--- src/rtl/alu_multicycle.sv ---
// Multi-cycle ALU with valid/ready handshake: single-cycle basic ops, iterative multiply/divide.
// Define ALU_MULDIV_EN to build the MUL/DIV family (ops 10..17); otherwise those ops report illegal.
module alu_multicycle #(
   parameter int unsigned XLEN = 32
) (
   input  logic            clk,
   input  logic            rst,
   input  logic            in_valid,
   output logic            in_ready,
   input  logic [4:0]      alu_op,
   input  logic [XLEN-1:0] src_a,
   input  logic [XLEN-1:0] src_b,
   output logic            out_valid,
   input  logic            out_ready,
   output logic [XLEN-1:0] result,
   output logic            zero,
   output logic            illegal
);

   localparam int unsigned SHW = $clog2(XLEN);

   localparam logic [4:0] OP_ADD  = 5'd0;
   localparam logic [4:0] OP_SUB  = 5'd1;
   localparam logic [4:0] OP_AND  = 5'd2;
   localparam logic [4:0] OP_OR   = 5'd3;
   localparam logic [4:0] OP_XOR  = 5'd4;
   localparam logic [4:0] OP_SLL  = 5'd5;
   localparam logic [4:0] OP_SRL  = 5'd6;
   localparam logic [4:0] OP_SRA  = 5'd7;
   localparam logic [4:0] OP_SLT  = 5'd8;
   localparam logic [4:0] OP_SLTU = 5'd9;
`ifdef ALU_MULDIV_EN
   localparam logic [4:0] OP_MUL    = 5'd10;
   localparam logic [4:0] OP_MULH   = 5'd11;
   localparam logic [4:0] OP_MULHSU = 5'd12;
   localparam logic [4:0] OP_MULHU  = 5'd13;
   localparam logic [4:0] OP_DIV    = 5'd14;
   localparam logic [4:0] OP_DIVU   = 5'd15;
   localparam logic [4:0] OP_REM    = 5'd16;
   localparam logic [4:0] OP_REMU   = 5'd17;
   localparam logic [XLEN-1:0] MOST_NEG = {1'b1, {(XLEN-1){1'b0}}};
`endif

   typedef enum logic [1:0] {S_IDLE, S_BUSY, S_DONE} state_t;

   state_t          state_q, state_d;
   logic            in_ready_q, in_ready_d;
   logic            out_valid_q, out_valid_d;
   logic [XLEN-1:0] result_q, result_d;
   logic            zero_q, zero_d;
   logic            illegal_q, illegal_d;

   logic            accept;
   logic            long_op;
   logic            basic_ill;
   logic [XLEN-1:0] basic_res;
   logic [SHW-1:0]  shamt;

   assign accept = in_valid && in_ready_q;
   assign shamt  = src_b[SHW-1:0];

   // Single-cycle results, short-circuit multiply/divide corner cases, and long-op detection
   always_comb begin
      basic_res = '0;
      basic_ill = 1'b0;
      long_op   = 1'b0;
      case (alu_op)
         OP_ADD:  basic_res = src_a + src_b;
         OP_SUB:  basic_res = src_a - src_b;
         OP_AND:  basic_res = src_a & src_b;
         OP_OR:   basic_res = src_a | src_b;
         OP_XOR:  basic_res = src_a ^ src_b;
         OP_SLL:  basic_res = src_a << shamt;
         OP_SRL:  basic_res = src_a >> shamt;
         OP_SRA:  basic_res = XLEN'($signed(src_a) >>> shamt);
         OP_SLT:  basic_res = XLEN'($signed(src_a) < $signed(src_b));
         OP_SLTU: basic_res = XLEN'(src_a < src_b);
`ifdef ALU_MULDIV_EN
         OP_MUL, OP_MULH, OP_MULHSU, OP_MULHU: long_op = 1'b1;
         OP_DIV: begin
            if (src_b == '0)                            basic_res = '1;
            else if (src_a == MOST_NEG && src_b == '1)  basic_res = src_a;
            else                                        long_op   = 1'b1;
         end
         OP_DIVU: begin
            if (src_b == '0) basic_res = '1;
            else             long_op   = 1'b1;
         end
         OP_REM: begin
            if (src_b == '0)                            basic_res = src_a;
            else if (src_a == MOST_NEG && src_b == '1)  basic_res = '0;
            else                                        long_op   = 1'b1;
         end
         OP_REMU: begin
            if (src_b == '0) basic_res = src_a;
            else             long_op   = 1'b1;
         end
`endif
         default: basic_ill = 1'b1;
      endcase
   end

`ifdef ALU_MULDIV_EN
   logic [SHW-1:0]    cnt_q;
   logic [4:0]        op_q;
   logic              neg_q, rneg_q;
   logic [2*XLEN-1:0] mcand_q, acc_q;
   logic [XLEN-1:0]   mplier_q, quo_q, rem_q, dvsr_q;

   logic              a_sgn, b_sgn;
   logic [XLEN-1:0]   abs_a, abs_b;
   logic [2*XLEN-1:0] prod_nxt, prod_fin;
   logic [XLEN:0]     rem_sh, diff;
   logic [XLEN-1:0]   rem_nxt, quo_nxt, md_res;
   logic              md_last;

   assign a_sgn = (alu_op == OP_MULH) || (alu_op == OP_MULHSU) || (alu_op == OP_DIV) || (alu_op == OP_REM);
   assign b_sgn = (alu_op == OP_MULH) || (alu_op == OP_DIV) || (alu_op == OP_REM);
   assign abs_a = (a_sgn && src_a[XLEN-1]) ? -src_a : src_a;
   assign abs_b = (b_sgn && src_b[XLEN-1]) ? -src_b : src_b;
   assign md_last = (state_q == S_BUSY) && (cnt_q == SHW'(XLEN-1));

   // One shift-add and one restoring-division step per cycle on magnitudes; sign fixed at the end
   always_comb begin
      prod_nxt = acc_q + (mplier_q[0] ? mcand_q : '0);
      rem_sh   = {rem_q, quo_q[XLEN-1]};
      diff     = rem_sh - {1'b0, dvsr_q};
      rem_nxt  = diff[XLEN] ? rem_sh[XLEN-1:0] : diff[XLEN-1:0];
      quo_nxt  = {quo_q[XLEN-2:0], ~diff[XLEN]};
      prod_fin = neg_q ? -prod_nxt : prod_nxt;
      case (op_q)
         OP_MUL:                       md_res = prod_fin[XLEN-1:0];
         OP_MULH, OP_MULHSU, OP_MULHU: md_res = prod_fin[2*XLEN-1:XLEN];
         OP_DIV, OP_DIVU:              md_res = neg_q ? -quo_nxt : quo_nxt;
         default:                      md_res = rneg_q ? -rem_nxt : rem_nxt;
      endcase
   end

   always_ff @(posedge clk) begin
      if (rst) begin
         cnt_q    <= '0;
         op_q     <= '0;
         neg_q    <= 1'b0;
         rneg_q   <= 1'b0;
         mcand_q  <= '0;
         acc_q    <= '0;
         mplier_q <= '0;
         quo_q    <= '0;
         rem_q    <= '0;
         dvsr_q   <= '0;
      end else if (accept && long_op) begin
         cnt_q    <= '0;
         op_q     <= alu_op;
         neg_q    <= (a_sgn & src_a[XLEN-1]) ^ (b_sgn & src_b[XLEN-1]);
         rneg_q   <= a_sgn & src_a[XLEN-1];
         mcand_q  <= {{XLEN{1'b0}}, abs_a};
         acc_q    <= '0;
         mplier_q <= abs_b;
         quo_q    <= abs_a;
         rem_q    <= '0;
         dvsr_q   <= abs_b;
      end else if (state_q == S_BUSY) begin
         cnt_q    <= cnt_q + SHW'(1);
         acc_q    <= prod_nxt;
         mcand_q  <= mcand_q << 1;
         mplier_q <= mplier_q >> 1;
         rem_q    <= rem_nxt;
         quo_q    <= quo_nxt;
      end
   end
`endif

   // Control FSM next state and registered outputs
   always_comb begin
      state_d     = state_q;
      out_valid_d = out_valid_q;
      result_d    = result_q;
      zero_d      = zero_q;
      illegal_d   = illegal_q;
      case (state_q)
         S_IDLE: begin
            if (accept) begin
               if (long_op) begin
                  state_d = S_BUSY;
               end else begin
                  state_d     = S_DONE;
                  out_valid_d = 1'b1;
                  result_d    = basic_res;
                  zero_d      = (basic_res == '0);
                  illegal_d   = basic_ill;
               end
            end
         end
`ifdef ALU_MULDIV_EN
         S_BUSY: begin
            if (md_last) begin
               state_d     = S_DONE;
               out_valid_d = 1'b1;
               result_d    = md_res;
               zero_d      = (md_res == '0);
               illegal_d   = 1'b0;
            end
         end
`endif
         S_DONE: begin
            if (out_ready) begin
               state_d     = S_IDLE;
               out_valid_d = 1'b0;
            end
         end
         default: state_d = S_IDLE;
      endcase
      in_ready_d = (state_d == S_IDLE);
   end

   always_ff @(posedge clk) begin
      if (rst) begin
         state_q     <= S_IDLE;
         in_ready_q  <= 1'b0;
         out_valid_q <= 1'b0;
         result_q    <= '0;
         zero_q      <= 1'b1;
         illegal_q   <= 1'b0;
      end else begin
         state_q     <= state_d;
         in_ready_q  <= in_ready_d;
         out_valid_q <= out_valid_d;
         result_q    <= result_d;
         zero_q      <= zero_d;
         illegal_q   <= illegal_d;
      end
   end

   assign in_ready  = in_ready_q;
   assign out_valid = out_valid_q;
   assign result    = result_q;
   assign zero      = zero_q;
   assign illegal   = illegal_q;

endmodule

--- config.mk ---
export PLATFORM = sky130hd
export DESIGN_NAME = alu_multicycle
export DESIGN_NICKNAME = d
export VERILOG_FILES = /design/src/rtl/alu_multicycle.sv
export SDC_FILE = /design/constraint.sdc
export NUM_CORES = 1
export LEC_CHECK = 0
export CORE_ASPECT_RATIO = 0.8
export CORE_UTILIZATION = 30
export DETAILED_ROUTE_END_ITERATION = 8
export PLACE_DENSITY = 0.51
export SLEW_MARGIN = 5
export SYNTH_ARGS = -nofsm -noshare
export SYNTH_HDL_FRONTEND = slang
export SYNTH_SLANG_ARGS = --single-unit
--- constraint.sdc ---
create_clock -name clk -period 9.36 [get_ports clk]
set_clock_uncertainty 0.15 [all_clocks]
set_input_delay 1.872 -clock clk [delete_from_list [all_inputs] [get_ports clk]]
set_output_delay 1.872 -clock clk [all_outputs]
set_load 0.02 [all_outputs]
== After elaboration in Yosys (flattened, before gate mapping) ==
Index checks and enable logic that the tools add are counted.
Operators by class
  add/subtract/negate cells: 2
  bitwise operators: 3
  div/mod/pow operators: 0
  eq/ne operators: 12
  multiply operators: 0
  magnitude comparators: 2
  shift-type cells: 3
  multiplexer cells: 8
  reduce and logical (&&, ||, !) cells: 9
Operators by type and width (number)
  32-bit one-hot mux with 10 select lines: 1
  32-bit less-than comparator: 2
  32-bit adder: 1
  32-bit bitwise AND: 1
  32-bit zero test: 1
  32-bit bitwise OR: 1
  32-bit by 5-bit << shifter with 32-bit output: 1
  32-bit by 5-bit >> shifter with 32-bit output: 1
  32-bit by 5-bit >>> shifter with 32-bit output: 1
  32-bit subtractor: 1
  32-bit bitwise XOR: 1
  5-bit by 3-bit == test with 1-bit output, second input constant: 4
  5-bit by 2-bit == test with 1-bit output, second input constant: 2
  5-bit by 4-bit == test with 1-bit output, second input constant: 2
  10-bit OR reduction: 1
  5-bit by 1-bit == test with 1-bit output, second input constant: 1
  5-bit zero test: 1
  2-bit zero test: 2
  2-bit two-way mux: 2
  2-bit inequality test, second input constant: 2
  2-bit one-hot mux with 2 select lines: 1
  1-bit two-way mux: 3
  3-bit AND reduction: 1
  2-bit == test, second input constant: 1
  4 further kinds: 4
Word-level totals
  output and inout port bits: 36
  latch bits: 0
  ROM bits: 0
  RAM bits: 0
  flip-flop bits (word level): 38
  logic and storage cells: 45
  memories: 0

== Longest topological paths before layout ==
Gate-level depths: netlist of the first run.
  depth after elaboration: 4
  depth in mapped cells: 17
  depth with buffers taken out: 15

== Least setup slack after synthesis of the first run ==
Ideal clock, no wire load.
  path kind: input to register
  start point: input src_b[1]
  end point: register zero_q, in the netlist zero
  library setup time: 0.115 ns
  stages: 17
  arrival: 5.705 ns
  required time: 9.095 ns
  slack: 3.390 ns
  path buffers: 4
  path through: buf_2 -> inv_1 -> buf_2 -> buf_1 -> buf_2 -> fa_1 -> nor2b_1 -> o211ai_1 -> a2111oi_0 -> o41ai_2 -> o31a_1 -> nor2_1 -> o311ai_1 -> or4b_1 -> nand3_1 -> nor3_1 -> a31o_1
On the way
  word-level cells in the longest chain between the ends: 3
  elaborated cells between the ends (all ways): 12
Ends and longest elaborated chain
  start: declaration: line 12  | input logic [XLEN-1:0] src_b,
  32-bit subtractor (tied with other cells): line 69  | OP_SUB: basic_res = src_a - src_b;
  32-bit one-hot mux with 10 select lines (*): line 67  | case (alu_op)
  32-bit zero test (*): line 189  | zero_d = (basic_res == '0);
  end signal: assignment: line 229  | zero_q <= zero_d;
  end: declaration: line 50  | logic zero_q, zero_d;
Mark *: on every way between the ends. The rest lies on a longest branch, timed or not.
A chain may end at the register's enable or synchronous reset.

== Worst setup path in the final report of the first run ==
  start point: input src_b[4]
  end point: register zero_q, in the netlist zero
The elaborated chain is that of the path after synthesis.

==> results of run 1 <==
[logic make-up (layout without fill, tap and decap cells)]
group	count (synthesis)	count (layout)	share of synthesized area, %
xor+xnor	20	20	1.60
buf+inv	220	245	8.43
compound gates	478	478	30.7
other cells	1	1	0.0343
mux	116	116	16.5
fa+ha+maj	101	101	11.7
simple gates	546	546	24.1
flops	38	38	6.97
[Yosys cell counts (13+ instances only)]
| cell type | count |
|---|---|
| a211oi_1 | 33 |
| a21o_1 | 14 |
| a21oi_1 | 99 |
| a221oi_1 | 25 |
| a31oi_1 | 20 |
| buf_2 | 25 |
| clkbuf_1 | 77 |
| dfxtp_1 | 38 |
| ha_1 | 99 |
| inv_1 | 93 |
| mux2_2 | 19 |
| mux2i_1 | 47 |
| mux4_2 | 49 |
| nand2_1 | 138 |
| nand3_1 | 36 |
| nand4_1 | 17 |
| nor2_1 | 178 |
| nor2b_1 | 19 |
| nor3_1 | 53 |
| nor4_1 | 13 |
| o211ai_1 | 36 |
| o21ai_0 | 70 |
| o22ai_1 | 22 |
| o31ai_1 | 18 |
| or3_1 | 14 |
| or4_1 | 13 |
| xnor2_1 | 18 |
[state kept, by name (all words and copies together) (netlist names)]
| signal | cells |
|---|---|
| result | 32 |
| state_q | 2 |
| illegal | 1 |
| in_ready | 1 |
| out_valid | 1 |
| zero | 1 |
[cells in the final DEF, fill, tap and decap left out, types with 10 or more instances in the layout]
master / netlist / layout
a221oi_1: 25 / 25
ha_1: 99 / 99
a21o_1: 14 / 14
or3_1: 14 / 14
nand4_1: 17 / 17
mux2i_1: 47 / 47
mux4_2: 49 / 49
nor2_1: 178 / 178
inv_1: 93 / 93
nor3_1: 53 / 52
o21ai_0: 70 / 70
nand3_1: 36 / 36
mux2_2: 19 / 19
o31a_1: 10 / 10
a211o_1: 10 / 10
o22ai_1: 22 / 22
and2_1: 10 / 10
a211oi_1: 33 / 33
or4_1: 13 / 13
a21oi_1: 99 / 99
clkdlybuf4s50_1: 0 / 104
o31ai_1: 18 / 18
a31oi_1: 20 / 20
nor2b_1: 19 / 19
nor4_1: 13 / 13
o211ai_1: 36 / 36
nand2_1: 138 / 138
dfxtp_1: 38 / 38
xnor2_1: 18 / 18
buf_4: 5 / 34
[power groups by stage]
| stage | clock, uW | combinational [uW] | sequential, uW |
|---|---|---|---|
| 2_1_floorplan | 0 | 407 | 187 |
| 3_3_place_gp | 0 | 666 | 178 |
| 3_5_place_dp | 0 | 660 | 178 |
| 4_1_cts | 233 | 663 | 175 |
| 5_1_grt | 243 | 724 | 176 |
| 6_report | 230 | 682 | 175 |
[how the worst max path moves through the flow]
stage                         from                 to  slack [ps]
after global placement    src_b[0]  zero$_SDFFE_PP1P_        2210
after global routing      src_b[4]  zero$_SDFFE_PP1P_        1780
after CTS                 src_b[4]  zero$_SDFFE_PP1P_        2450
final                     src_b[4]  zero$_SDFFE_PP1P_        2170
after floorplan           src_b[1]  zero$_SDFFE_PP1P_        3390
after detailed placement  src_b[4]  zero$_SDFFE_PP1P_        2140
[routing by layer]
metal | global-route usage, % | wire length [um] | share of wire (%) | vias to the layer above
li1 | - | - | - | 5787
met1 | 46.6 | 27000 | 46 | 6322
met2 | 44.9 | 24400 | 41 | 801
met3 | 5.44 | 5860 | 10 | 80
met4 | 6.77 | 1530 | 2.6 | 0
met5 | 0 | 0 | 0 | -
[final cells by class]
type / count / area, um2 / area share (%)
inverter: 97 / 364 / 2.92
multi-input combinational: 1262 / 9250 / 74.1
tap: 480 / 601 / 4.81
clock inverter: 2 / 60.1 / 0.481
timing repair buffer: 140 / 1310 / 10.5
sequential: 38 / 761 / 6.09
clock buffer: 6 / 139 / 1.11
[metrics by stage]
stage	util [%]	hold slack (ps)	power (uW)	setup WS [ps]	instances
floorplan	-	367	594	3390	1520
global placement	34.3	296	844	2210	2017
detailed placement	34.3	304	838	2140	2017
CTS	34.8	313	1070	2450	2025
global route	34.8	327	1140	1780	2025
finish	34.8	309	1090	2170	2025
[critical path: cells and delay by family]
family	cells	cell delay, ps
XOR/XNOR	1	110
AO/OA/AOI/OAI	5	1770
AND/OR/NAND/NOR	5	1560
adder cells (fa/ha/maj)	1	770
buffers and inverters	2	1180
==> summary.txt, run 1 <==
Status
  • Status: completed

GRT
  • Pin count of the biggest net entering global routing: 58
  • Vias in the first global route: 12,078
  • Global-route usage over all layers: 30.8%
  • Gr ovfl total: 0
  • Antenna violations before repair: 1
  • Global-route wire length before repair: 85,800 um

Power
  • Sw power: 514 uW
  • Internal power: 573 uW
  • Pwr dens: 87.0 nW/um2
  • Max IR drop VDD: 0.0831 mV
  • LEAKAGE: 0.00485 uW
  • Comb pwr share: 62.8%
  • Seq pwr share: 16.1%
  • Sw frac: 47.3%
  • Clk network pwr share: 21.2%

Hold path
  • Worst Hold Launch: result[2]$_SDFFE_PP0P_
  • Destination of the worst hold path: result[2]$_SDFFE_PP0P_
  • Hold path depth: 2
  • Hold Path Class: reg -> reg

Synth
  • Top_reg_cell synth: dfxtp_1
  • Area contributors post-synth: ha_1, mux4_2, dfxtp_1, nor2_1, nand2_1
  • Avg Cell Area, Syn: 7.18 um2
  • Synthesized Nets: 1,694
  • Asr flop ratio synth: 0%
  • Post-synth top area cell: ha_1
  • Post-synth EDFFs: 0
  • Post-Syn Instances: 1,520
  • Synth unique cells: 95
  • Yosys top cell area share: 11.3%
  • Synthesized flop and latch total: 38
  • Post-Syn Area: 10,900 um2
  • Warnings from Yosys: 0
  • Sequential share of the synthesized area: 6.97%

Floorplan
  • Initial core utilization: 30.5%
  • # rows: 62
  • Io pins: 109
  • DIE AREA: 37,200 um2
  • Die W: 215 um
  • Height of the die: 173 um
  • Core region area: 35,800 um2

STA
  • Final period utilization: 76.8%
  • Tmin final: 7190 ps
  • Fmax: 139 MHz
  • RSZ-0062 raised after global routing: false
  • Slew Viols, Final: 0
  • Setup violators final: 0
  • Relative slew slack: 25.2%
  • Slew @ Worst Pin: 1120 ps
  • Setup tns final: 0 ps
  • Final hold violations: 0

Worst setup path
  • R2R setup slack: 5570 ps
  • Highest cell delay on the worst timing path: 770 ps
  • CP Capture Type: flop
  • Crit path cell chain: clkdlybuf4s50_1, clkinv_1, ha_1, nor2b_1, a211oi_1, a21oi_1, a211oi_1, xnor2_1, a221oi_1, nand3_1, nor4_1, nand4_1, nor4_1, a31o_1
  • Crit path max fanout: 19
  • Critical path's slowest cell: ha_1
  • Critical R2R Launch: state_q[0]$_SDFF_PP0_
  • R2R depth: 12
  • Worst reg2reg path endpoint: zero$_SDFFE_PP1P_
  • Arrival time at the worst endpoint: 7270 ps
  • CP required: 9440 ps
  • Worst Setup Start Kind: input port
  • Setup CP Type: in -> reg

Cells and area
  • Finished Cell Area: 12,500 um2
  • Fin nets: 1,718
  • Layout fillers: 3,884
  • ANT cells: 0
  • Layout cells sized above 1: 9.19%
  • Area added between synthesis and finish: 14.3%

Clock network
  • Bufs on Longest Clock Path: 2
  • Cts bufs inserted: 5
  • CTS H-tree depth: 2
  • Clk_lat worst skew: 280 ps
  • Clock-pin transition on the worst setup and hold timing paths: 60 ps
  • CTS sink cnt: 38
  • # resized after CTS: 0
  • CTS tree: done
  • Clock root buffer: clkbuf_16
  • Count of hold-fix buffers inserted at cts: 0
  • Setup bufs post-CTS: 0

Route
  • Post-DR vias/cell: 6.41
  • DRT antenna net count: 0
  • DR pass1 iterations: 8
  • Routed WL per cell: 29.0 um
  • Routed WL: 58,800 um
  • Initial DRC Count: 1,828
  • Vias: 12,990
  • Drt drc: 0

Placed design
  • DP Area: 12,300 um2
  • PortBufs: 108
  • Final HPWL DP: 46,300 um
  • Final GP Congestion: 1.00

Run
  • Max Cap Violations: 0
Note: power is estimated with default switching activity, not from simulation.
==> inputs of run 2 (changes only) <==
clock period = 7 ns   (was 9.36 ns; I/O delays follow)
==> run 2 against run 1 <==
Via count up 0.73%. Register-to-register slack worse by 2300 ps. Critical endpoint unchanged. Die area unchanged. Sequential share of layout area down 0.12 points. Cell area up 2.0%.
==> summary.txt, run 2 (synthesis results as in run 1) <==
Status
  • Status: completed (unchanged)

STA
  • Final hold violations: 0 (unchanged)
  • Setup violators final: 0 (unchanged)
  • Slew Viols, Final: 0 (unchanged)
  • Tmin final: 6270 ps
  • PnR worst setup slack: 727 ps (was 2170 ps)
  • Relative slew slack: 15.7% (was 25.2%)
  • Setup tns final: 0 ps (unchanged)
  • Fmax: 159 MHz
  • RSZ-0062 raised after global routing: false (unchanged)
  • Final period utilization: 89.6%
  • Slew @ Worst Pin: 1260 ps (was 1120 ps)

Worst setup path
  • Crit path max fanout: 10 (was 19)
  • R2R setup slack: 3310 ps (was 5570 ps)
  • CP Capture Type: flop (unchanged)
  • Setup CP Type: in -> reg (unchanged)
  • Worst reg2reg path endpoint: zero$_SDFFE_PP1P_ (unchanged)
  • CP required: 7080 ps (was 9440 ps)
  • R2R depth: 13 (was 12)
  • Worst Setup Start Kind: input port (unchanged)
  • Critical R2R Launch: state_q[0]$_SDFF_PP0_ (unchanged)
  • Arrival time at the worst endpoint: 6350 ps (was 7270 ps)

Floorplan
  • Height of the die: 173 um (unchanged)
  • # rows: 62 (unchanged)
  • Die W: 215 um (unchanged)
  • DIE AREA: 37,200 um2 (unchanged)
  • Initial core utilization: 30.5% (unchanged)
  • Core region area: 35,800 um2 (unchanged)
  • Io pins: 109 (unchanged)

Placed design
  • Pre-CTS setup slack: 640 ps (was 2140 ps)
  • PortBufs: 108 (unchanged)
  • Final GP Congestion: 1.02 (was 1.00)
  • Final HPWL DP: 46,900 um (was 46,300 um)

Hold path
  • Destination of the worst hold path: result[2]$_SDFFE_PP0P_ (unchanged)
  • Hold path depth: 2 (unchanged)
  • Worst Hold Launch: result[2]$_SDFFE_PP0P_ (unchanged)
  • Hold Path Class: reg -> reg (unchanged)

Route
  • Initial DRC Count: 1,665 (was 1,828)
  • Vias: 13,085 (was 12,990)
  • DRT antenna net count: 0 (unchanged)
  • Post-DR vias/cell: 6.37 (was 6.41)
  • Routed WL: 58,800 um (about the same)
  • Drt drc: 0 (unchanged)
  • Routed WL per cell: 28.6 um (was 29.0 um)
  • DR pass1 iterations: 8 (unchanged)

GRT
  • Global-route wire length before repair: 85,600 um (was 85,800 um)
  • Met3 Use GR: 7.46% (was 5.44%)
  • Global route hottest layer: met1 (unchanged)
  • Vias in the first global route: 12,282 (was 12,078)
  • Gr ovfl total: 0 (unchanged)
  • Antenna violations before repair: 4 (was 1)
  • Met2 usage: 43.9% (was 44.9%)
  • Global-route usage over all layers: 30.7% (was 30.8%)
  • M1 GR Usage: 45.3% (was 46.6%)
  • Pin count of the biggest net entering global routing: 62 (was 58)

Power
  • Max IR drop VDD: 0.0904 mV (was 0.0831 mV)
  • Comb pwr share: 63.6% (was 62.8%)
  • Sw power: 688 uW (was 514 uW)
  • Seq pwr share: 15.9% (was 16.1%)
  • Pwr dens: 115 nW/um2 (was 87.0 nW/um2)
  • Internal power: 779 uW (was 573 uW)
  • LEAKAGE: 0.00500 uW (was 0.00485 uW)
  • Clk network pwr share: 20.5% (was 21.2%)
  • Sw frac: 46.9% (was 47.3%)

Clock network
  • CTS sink cnt: 38 (unchanged)
  • Clock-pin transition on the worst setup and hold timing paths: 50 ps (was 60 ps)
  • # resized after CTS: 0 (unchanged)
  • CTS tree: done (unchanged)
  • Clock root buffer: clkbuf_16 (unchanged)
  • Cts bufs inserted: 5 (unchanged)
  • Setup bufs post-CTS: 0 (unchanged)
  • Count of hold-fix buffers inserted at cts: 0 (unchanged)
  • Clk_lat worst skew: 280 ps (about the same)
  • Bufs on Longest Clock Path: 2 (unchanged)
  • CTS H-tree depth: 2 (unchanged)

Cells and area
  • Storage element area: 761 um2 (unchanged)
  • Layout cells sized above 1: 10.9% (was 9.19%)
  • Max reg flops: 32 (unchanged)
  • Layout fillers: 3,881 (was 3,884)
  • Area added between synthesis and finish: 16.6% (was 14.3%)
  • ANT cells: 0 (unchanged)
  • Most frequent cells in the layout: nor2_1, nand2_1, clkdlybuf4s50_1, a21oi_1, ha_1 (unchanged)
  • Multi-input combinational cell area: 9250 um2 (about the same)
  • Fin nets: 1,748 (was 1,718)
  • Most common cell after layout, fill and taps aside: nor2_1 (unchanged)

Run
  • Max Cap Violations: 0 (unchanged)
## run 2: how the worst max path moves through the flow
stage	slack, ps	start	to	depth (start not counted)
6_report	730	alu_op[1]	zero$_SDFFE_PP1P_	16
5_1_grt	670	alu_op[1]	zero$_SDFFE_PP1P_	16
4_1_cts	910	alu_op[1]	zero$_SDFFE_PP1P_	16
3_5_place_dp	640	alu_op[1]	zero$_SDFFE_PP1P_	16
3_3_place_gp	630	alu_op[1]	zero$_SDFFE_PP1P_	16
2_1_floorplan	1500	src_b[1]	zero$_SDFFE_PP1P_	17
## run 2: layout make-up
| class | count | share of cell area, % |
|---|---|---|
| inverters | 97 | 2.86 |
| clock buffers | 6 | 1.09 |
| clock inverters | 2 | 0.472 |
| well taps | 480 | 4.72 |
| multi-input cells | 1262 | 72.7 |
| flip-flops and latches | 38 | 5.97 |
| repair buffers | 170 | 12.2 |
## run 2: per-stage QoR
stage	std cells	hold WS [ps]	power [uW]	utilization [%]	instance area (um2)
2_1_floorplan	1520	367	794	-	10900
3_3_place_gp	2047	294	1150	35.0	12500
3_5_place_dp	2047	299	1140	35.0	12500
4_1_cts	2055	305	1450	35.5	12700
5_1_grt	2055	327	1540	35.5	12700
6_report	2055	304	1470	35.5	12700
## run 2: power groups by stage
| stage | clock [uW] | combinational, uW | sequential, uW |
|---|---|---|---|
| CTS | 306 | 908 | 233 |
| floorplan | 0 | 544 | 250 |
| detailed placement | 0 | 903 | 238 |
| finish | 300 | 933 | 233 |
| global placement | 0 | 910 | 238 |
| global route | 316 | 990 | 235 |
## run 2: per-layer routing
metal / vias up / part of all wire, %
li1: 5847 / -
met1: 6383 / 46
met2: 752 / 41
met3: 97 / 10
met4: 6 / 3.0
met5: - / 0.041
## run 2: worst max-delay path, stage by stage
cell             delay [ps]
clkdlybuf4s50_1         770
nor4_1                  220
buf_4                   200
and2_0                  190
buf_4                   220
a221oi_1                750
o211ai_1                180
a211oi_1                500
buf_4                   230
o211a_1                 190
nand3_1                 110
nor4_1                  640
buf_4                   220
nand4_1                  90
nor4_1                  260
a31o_1                  160
